File: src/rtl/nibble_serial_add_ctrl_if.sv
// Bundle between the nibble-serial add controller, its requester,
// and the shared 4-bit adder slice.
interface nibble_serial_add_ctrl_if #(
    parameter int NIBBLES = 4
);
    localparam int W = 4 * NIBBLES;

    logic         start;
    logic         sub;
    logic         cin;
    logic [W-1:0] op_a;
    logic [W-1:0] op_b;
    logic         ready;
    logic         done;
    logic [W-1:0] result;
    logic         cout_o;
    logic         ovf;
    logic [3:0]   add_a;
    logic [3:0]   add_b;
    logic         add_cin;
    logic [3:0]   add_s;
    logic         add_cout;

    modport master (
        output start, sub, cin, op_a, op_b,
        output add_s, add_cout,
        input  ready, done, result, cout_o, ovf,
        input  add_a, add_b, add_cin
    );

    modport slave (
        input  start, sub, cin, op_a, op_b,
        input  add_s, add_cout,
        output ready, done, result, cout_o, ovf,
        output add_a, add_b, add_cin
    );
endinterface

File: src/rtl/nibble_serial_add_ctrl.sv
// Sequences one shared 4-bit adder slice over NIBBLES nibbles,
// LSB first, to form a W-bit add or subtract.
module nibble_serial_add_ctrl #(
    parameter int NIBBLES = 4
) (
    input logic                     clk,
    input logic                     rst,
    nibble_serial_add_ctrl_if.slave bus
);
    localparam int W  = 4 * NIBBLES;
    localparam int KW = (NIBBLES > 1) ? $clog2(NIBBLES) : 1;

    typedef enum logic [1:0] {
        IDLE,
        RUN,
        DONE
    } state_t;

    state_t         state_q;
    logic [KW-1:0]  k_q;
    logic [W-1:0]   a_q;
    logic [W-1:0]   b_q;
    logic [W-1:0]   result_q;
    logic           carry_q;
    logic           cout_q;
    logic           ovf_q;
    logic           ready_q;
    logic           done_q;

    logic [3:0]     nib_a_d;
    logic [3:0]     nib_b_d;
    logic           nib_cin_d;
    logic           last_d;

    // Slice inputs are only non-zero while a nibble is in flight
    always_comb begin
        nib_a_d   = 4'h0;
        nib_b_d   = 4'h0;
        nib_cin_d = 1'b0;
        if (state_q == RUN) begin
            for (int i = 0; i < NIBBLES; i++) begin
                if (k_q == KW'(i)) begin
                    nib_a_d = a_q[4*i +: 4];
                    nib_b_d = b_q[4*i +: 4];
                end
            end
            nib_cin_d = carry_q;
        end
    end

    assign last_d = (k_q == KW'(NIBBLES - 1));

    always_ff @(posedge clk or posedge rst) begin
        if (rst) begin
            state_q  <= IDLE;
            k_q      <= '0;
            a_q      <= '0;
            b_q      <= '0;
            result_q <= '0;
            carry_q  <= 1'b0;
            cout_q   <= 1'b0;
            ovf_q    <= 1'b0;
            ready_q  <= 1'b1;
            done_q   <= 1'b0;
        end else begin
            done_q <= 1'b0;
            unique case (state_q)
                IDLE, DONE: begin
                    if (bus.start) begin
                        a_q     <= bus.op_a;
                        b_q     <= bus.op_b ^ {W{bus.sub}};
                        carry_q <= bus.sub ? 1'b1 : bus.cin;
                        k_q     <= '0;
                        state_q <= RUN;
                        ready_q <= 1'b0;
                    end else begin
                        state_q <= IDLE;
                        ready_q <= 1'b1;
                    end
                end
                RUN: begin
                    for (int i = 0; i < NIBBLES; i++) begin
                        if (k_q == KW'(i)) begin
                            result_q[4*i +: 4] <= bus.add_s;
                        end
                    end
                    carry_q <= bus.add_cout;
                    if (last_d) begin
                        cout_q  <= bus.add_cout;
                        ovf_q   <= (a_q[W-1] == b_q[W-1]) &&
                                   (bus.add_s[3] != a_q[W-1]);
                        state_q <= DONE;
                        ready_q <= 1'b1;
                        done_q  <= 1'b1;
                    end else begin
                        k_q <= k_q + 1'b1;
                    end
                end
                default: begin
                    state_q <= IDLE;
                    ready_q <= 1'b1;
                end
            endcase
        end
    end

    assign bus.ready   = ready_q;
    assign bus.done    = done_q;
    assign bus.result  = result_q;
    assign bus.cout_o  = cout_q;
    assign bus.ovf     = ovf_q;
    assign bus.add_a   = nib_a_d;
    assign bus.add_b   = nib_b_d;
    assign bus.add_cin = nib_cin_d;
endmodule
File: src/flat_wrapper.sv
// flat-port wrapper written by rule: the top's interface ports become plain ports
module nibble_serial_add_ctrl_flat 
#(
    parameter int NIBBLES = 4
)
  (clk, rst, bus_start, bus_sub, bus_cin, bus_op_a, bus_op_b, bus_add_s, bus_add_cout, bus_ready, bus_done, bus_result, bus_cout_o, bus_ovf, bus_add_a, bus_add_b, bus_add_cin);
  nibble_serial_add_ctrl_if #(.NIBBLES(NIBBLES)) bus_i ();
  input logic clk;
  input logic rst;
  input wire logic [$bits(bus_i.start)-1:0] bus_start;
  input wire logic [$bits(bus_i.sub)-1:0] bus_sub;
  input wire logic [$bits(bus_i.cin)-1:0] bus_cin;
  input wire logic [$bits(bus_i.op_a)-1:0] bus_op_a;
  input wire logic [$bits(bus_i.op_b)-1:0] bus_op_b;
  input wire logic [$bits(bus_i.add_s)-1:0] bus_add_s;
  input wire logic [$bits(bus_i.add_cout)-1:0] bus_add_cout;
  output wire logic [$bits(bus_i.ready)-1:0] bus_ready;
  output wire logic [$bits(bus_i.done)-1:0] bus_done;
  output wire logic [$bits(bus_i.result)-1:0] bus_result;
  output wire logic [$bits(bus_i.cout_o)-1:0] bus_cout_o;
  output wire logic [$bits(bus_i.ovf)-1:0] bus_ovf;
  output wire logic [$bits(bus_i.add_a)-1:0] bus_add_a;
  output wire logic [$bits(bus_i.add_b)-1:0] bus_add_b;
  output wire logic [$bits(bus_i.add_cin)-1:0] bus_add_cin;
  assign bus_i.start = bus_start;
  assign bus_i.sub = bus_sub;
  assign bus_i.cin = bus_cin;
  assign bus_i.op_a = bus_op_a;
  assign bus_i.op_b = bus_op_b;
  assign bus_i.add_s = bus_add_s;
  assign bus_i.add_cout = bus_add_cout;
  assign bus_ready = bus_i.ready;
  assign bus_done = bus_i.done;
  assign bus_result = bus_i.result;
  assign bus_cout_o = bus_i.cout_o;
  assign bus_ovf = bus_i.ovf;
  assign bus_add_a = bus_i.add_a;
  assign bus_add_b = bus_i.add_b;
  assign bus_add_cin = bus_i.add_cin;
  nibble_serial_add_ctrl #(.NIBBLES(NIBBLES)) u_core (.clk(clk), .rst(rst), .bus(bus_i));
endmodule
File: config.mk
export PLATFORM = sky130hd
export DESIGN_NAME = nibble_serial_add_ctrl_flat
export DESIGN_NICKNAME = d
export VERILOG_FILES = /design/src/rtl/nibble_serial_add_ctrl_if.sv /design/src/rtl/nibble_serial_add_ctrl.sv /design/src/flat_wrapper.sv
export SDC_FILE = /design/constraint.sdc
export NUM_CORES = 1
export LEC_CHECK = 0
export CELL_PAD_IN_SITES_DETAIL_PLACEMENT = 0
export CELL_PAD_IN_SITES_GLOBAL_PLACEMENT = 1
export CORE_MARGIN = 8
export CORE_UTILIZATION = 40
export DETAILED_ROUTE_END_ITERATION = 8
export GPL_ROUTABILITY_DRIVEN = 0
export PLACE_DENSITY = 0.81
export SETUP_SLACK_MARGIN = 0.2
export SKIP_CTS_REPAIR_TIMING = 1
export SYNTH_ARGS = -nofsm -noshare
export SYNTH_HDL_FRONTEND = slang
export SYNTH_SLANG_ARGS = --single-unit
File: constraint.sdc
create_clock -name clk -period 5.4 [get_ports clk]
set_clock_uncertainty 0.15 [all_clocks]
set_input_delay 0.81 -clock clk [delete_from_list [all_inputs] [get_ports clk]]
set_output_delay 0.81 -clock clk [all_outputs]
set_load 0.005 [all_outputs]
Word-level counts from Yosys, hierarchy flattened
Cells that the tools add are included.
Operators by class
  add/sub/neg operators: 1
  equal/unequal tests: 10
  mux-type cells: 25
  bitwise operators: 1
  reductions and logical operators: 12
Operator list (number)
  2-to-1 mux 4 bit: 10
  XOR 16 bit: 1
  AND reduction 2 bit: 6
  2-to-1 mux 1 bit: 8
  one-hot mux 2 bit (2 select lines): 2
  == test 2 bit, second input constant: 3
  2-to-1 mux 2 bit: 3
  == test 2 x 1 -> 1 bit, second input constant: 2
  zero test 2 bit: 2
  != test 2 bit, second input constant: 2
  one-hot mux 1 bit (2 select lines): 2
  AND reduction 3 bit: 1
  adder 2 x 1 -> 2 bit, second input constant: 1
  != test 2 x 1 -> 1 bit, second input constant: 1
  nonzero test 2 bit: 1
  OR reduction 2 bit: 1
  == test 1 bit: 1
  logical AND 1 bit: 1
  != test 1 bit: 1
Word-level totals
  register bits: 57
  input port bits: 42
  output and inout bits: 29
  logic and storage cells: 62

Logic depth before layout (Yosys ltp)
  depth after elaboration: 6
  gate-level depth with buffers: 7
  depth with buffers taken out: 5

Least setup slack after synthesis
OpenSTA, ideal clock, no wires.
  path type: reg-to-output
  start: register u_core.k_q[0]
  end: output port bus_add_a[3]
  arrival: 1.349 ns
  data required time: 4.440 ns
  slack: 3.091 ns
  stages on the path, launching flop included: 7
  path through: dfrtp_1 ha_1 buf_6 nor2b_1 buf_4 a221oi_1 o32ai_1
On the way
  cells in the longest elaborated chain, start to end: 6
Ends and longest elaborated chain
  start, declared: line nibble_serial_add_ctrl.sv:20  | logic [KW-1:0] k_q;
  start signal, assigned: line nibble_serial_add_ctrl.sv:96  | k_q <= k_q + 1'b1;
  zero test 2 bit: line nibble_serial_add_ctrl.sv:42  | if (k_q == KW'(i)) begin
  2-to-1 mux 4 bit (3 in series): line nibble_serial_add_ctrl.sv:42
  2-to-1 mux 4 bit (*): line nibble_serial_add_ctrl.sv:42
  2-to-1 mux 4 bit (*): line nibble_serial_add_ctrl.sv:40  | if (state_q == RUN) begin
  end, declared: line flat_wrapper.sv:22  | output wire logic [$bits(bus_i.add_a)-1:0] bus_add_a;
Mark *: on every way between the ends. The rest lies on a longest branch, timed or not.

Worst setup path in the final report
  start: register u_core.k_q[1]
  end: output port bus_add_a[3]
Same word-level chain as after synthesis.

==> flow_summary_export.csv <==
group,metric,value,unit
status,status,"finished, final reports clean",
sta,max_freq,265,MHz
critical_path,critical_path.top_delay_family,"buffers and inverters",
sta,slew_headroom,23.5,%
place,dpl_worst_slack,1.99,ns
worst_hold_path,worstHoldStart,"u_core.b_q[9]$_DFFE_PP0P_",
power_and_ir_drop,total_power,2.07,mW
critical_path,startpoint_type,"flip-flop",
route,postRouteAntennaNets,0,
cells_and_area,final_core_util,53.6,%
yosys,synthFlopType,"dfrtp_1",
sta,finalHoldViolations,0,
yosys,netlist_area,0.00275,mm^2
flow_run,drv_cap,0,
route,drt_iter0_drc,50,
sta,fin_setup_tns,0,ns
yosys,synth.distinct_cells,35,
yosys,synth_area_leaders,"dfrtp_1 (51%), mux2_4 (11%), xnor2_1 (5.1%)",
yosys,avgSynthCellArea,12.4,um^2
die,die_x,98.9,um
cts,clk_latency,0.33,ns
place,dp_cells,357,
critical_path,r2r-start,"u_core.state_q[0]$_DFFE_PP0P_",
place,place_area,0.00343,mm^2
cells_and_area,layout.nets,334,
die,fp.dieH,98.9,um
route,drtPass1Iterations,4,
cts,cts_root_buf,"clkbuf_8",
cells_and_area,design_area,0.00360,mm^2
grt,grt_max_degree,58,
grt,antenna_found_initial,0,
cells_and_area,final-instance-count-excl-fill,373,
critical_path,slowest_stage,"nor2b_1",
route,drc_errors,0,
yosys,synth_top_area_share,51.0,%
sta,min_period,3.77,ns
critical_path,cp-startpoint,"u_core.k_q[1]$_DFFE_PP0P_",
place,io_buffers,70,
grt,grt_pass1_vias,2021,
die,dieArea,0.00978,mm^2
yosys,async_reset_ff_share,100,%
yosys,synthMostInstantiatedCell,"dfrtp_1",
die,io_pins,71,
sta,rsz0062_at_grt,"false",
sta,holdWs,0.326,ns
yosys,synth_top_area_cell,"dfrtp_1",
route,viasPerCell,5.10,
power_and_ir_drop,ir_worst_vdd,0.186,mV
yosys,ys_warn_count,0,
worst_hold_path,hold_path.class,"flip-flop to flip-flop",
sta,setup_violations,0,
critical_path,critPathRequiredTime,4.44,ns
critical_path,crit_arrival,2.81,ns
cts,cts_tree,"done",
power_and_ir_drop,p_per_area,575,mW/mm^2
cells_and_area,syn_to_final_growth,31.0,%
cts,clock_sinks,57,
cts,htree_levels,3,
critical_path,cp_max_fo,10,
cts,cts.path.max_buffers,2,
cells_and_area,drive_above_1_share,19.1,%
yosys,synth_cells,222,
yosys,synth_nets,268,
power_and_ir_drop,p_leak,1.57,nW
sta,min_period_over_period,69.9,%
critical_path,cp_num_buf_inv,2,
route,vias,1903,
sta,tightest_slew,1.15,ns
grt,grt_pass1_wl,10.2,mm
critical_path,cp-end-kind,"output pin",
die,core-area,0.00672,mm^2
cells_and_area,n_fill_cell,613,
cts,clkTransAtPathRegs,0.06,ns
cells_and_area,antennaDiodeCount,0,
critical_path,critPathKind,"flip-flop to output pin",
cts,cts_buffers,9,
yosys,synth_edf_count,0,
sta,finalMaxSlewViolations,0,
critical_path,slowest_delay,0.59,ns
die,initial_core_util,40.9,%
grt,gr-total-overflow,0,
sta,fin_ws,1.63,ns
yosys,seq_area_frac_synth,51.9,%
yosys,ys_top_cells_by_count,"dfrtp_1 (56), o21ai_0 (25), nand2_1 (22), mux2_4 (21), xnor2_1 (16)",
grt,grt_use_total,13.4,%
place,dp.final_hpwl,4.27,mm
yosys,ys_seq_elements,57,
die,fp-row-count,30,
route,post_drt_wl_per_cell,16.4,um
critical_path,path_cells,"inv_1 > ha_1 > nor2b_1 > a221oi_1 > o32ai_1 > clkdlybuf4s50_1",
route,totalWireLength,6.11,mm
==> final timing paths <==
kind	endpoint	slack, ns	cells after the start
min reg2reg	u_core.b_q[9]$_DFFE_PP0P_	0.33	2
min	u_core.b_q[9]$_DFFE_PP0P_	0.33	2
min in group asynchronous	u_core.bus.done$_DFF_PP0_	0.83	3
max in group asynchronous	u_core.bus.result[10]$_DFFE_PP0P_	3.78	3
max	bus_add_a[3]	1.63	6
max reg2reg	u_core.a_q[9]$_DFFE_PP0P_	3.39	2
==> state kept, by name, indices dropped and copies added, names as in the netlist <==
signal,cells
u_core.bus.done,1
u_core.bus.cout_o,1
u_core.carry_q,1
u_core.bus.ovf,1
u_core.state_q,2
u_core.b_q,16
u_core.k_q,2
u_core.bus.result,16
u_core.a_q,16
u_core.bus.ready,1
==> cell families (layout without fill, tap and decap cells) <==
| kind of cell | Yosys count | count (layout) | synth area share, % |
|---|---|---|---|
| AND/OR/NAND/NOR | 42 | 42 | 7.87 |
| adder cells (fa/ha/maj) | 4 | 4 | 1.82 |
| multiplexers | 34 | 34 | 16.8 |
| AO/OA/AOI/OAI | 46 | 46 | 10.7 |
| buffers and inverters | 23 | 94 | 5.83 |
| flip-flops | 57 | 57 | 51.9 |
| XOR/XNOR | 16 | 16 | 5.10 |
==> layout make-up <==
cell class | count | area (um^2) | share of cell area [%]
timing repair buffer | 71 | 708 | 19.7
sequential | 57 | 1430 | 39.6
tap | 80 | 100 | 2.78
clock inverter | 2 | 12.5 | 0.347
multi-input combinational | 142 | 1160 | 32.3
clock buffer | 14 | 163 | 4.52
inverter | 7 | 26.3 | 0.730
==> layout by cell type (no fill, tap or decap), types with 2 or more instances in the layout <==
cell type and n:
clkdlybuf4s50_1 70, dfrtp_1 56, o21ai_0 25, nand2_1 22
mux2_4 21, xnor2_1 16, mux2_2 12, clkbuf_8 11
nand3_1 8, a221oi_1 8, inv_1 6, o31ai_1 5
ha_1 4, clkbuf_1 3, o21ai_1 2, o32ai_1 2
nand2_4 2
==> worst min-delay path: cells and delay by family, from the launching register on <==
family | cells | cell delay [ns]
compound gates | 1 | 0.06
flops | 1 | 0.34
simple gates | 1 | 0.05
==> power breakdown <==
group          leakage, nW  switching, mW  internal, mW
registers            0.682          0.129         0.643
logic                0.803          0.388         0.562
clock network       0.0867          0.158         0.191
total                 1.57          0.675          1.40
==> layer usage <==
layer	up-vias	share of wire, %	track usage, %
met1	923	46	16.8
met4	0	2.8	8.74
met2	62	44	19.3
li1	905	-	-
met5	-	0	0
met3	13	6.9	4.58
Note: power is estimated with default switching activity, not from simulation.
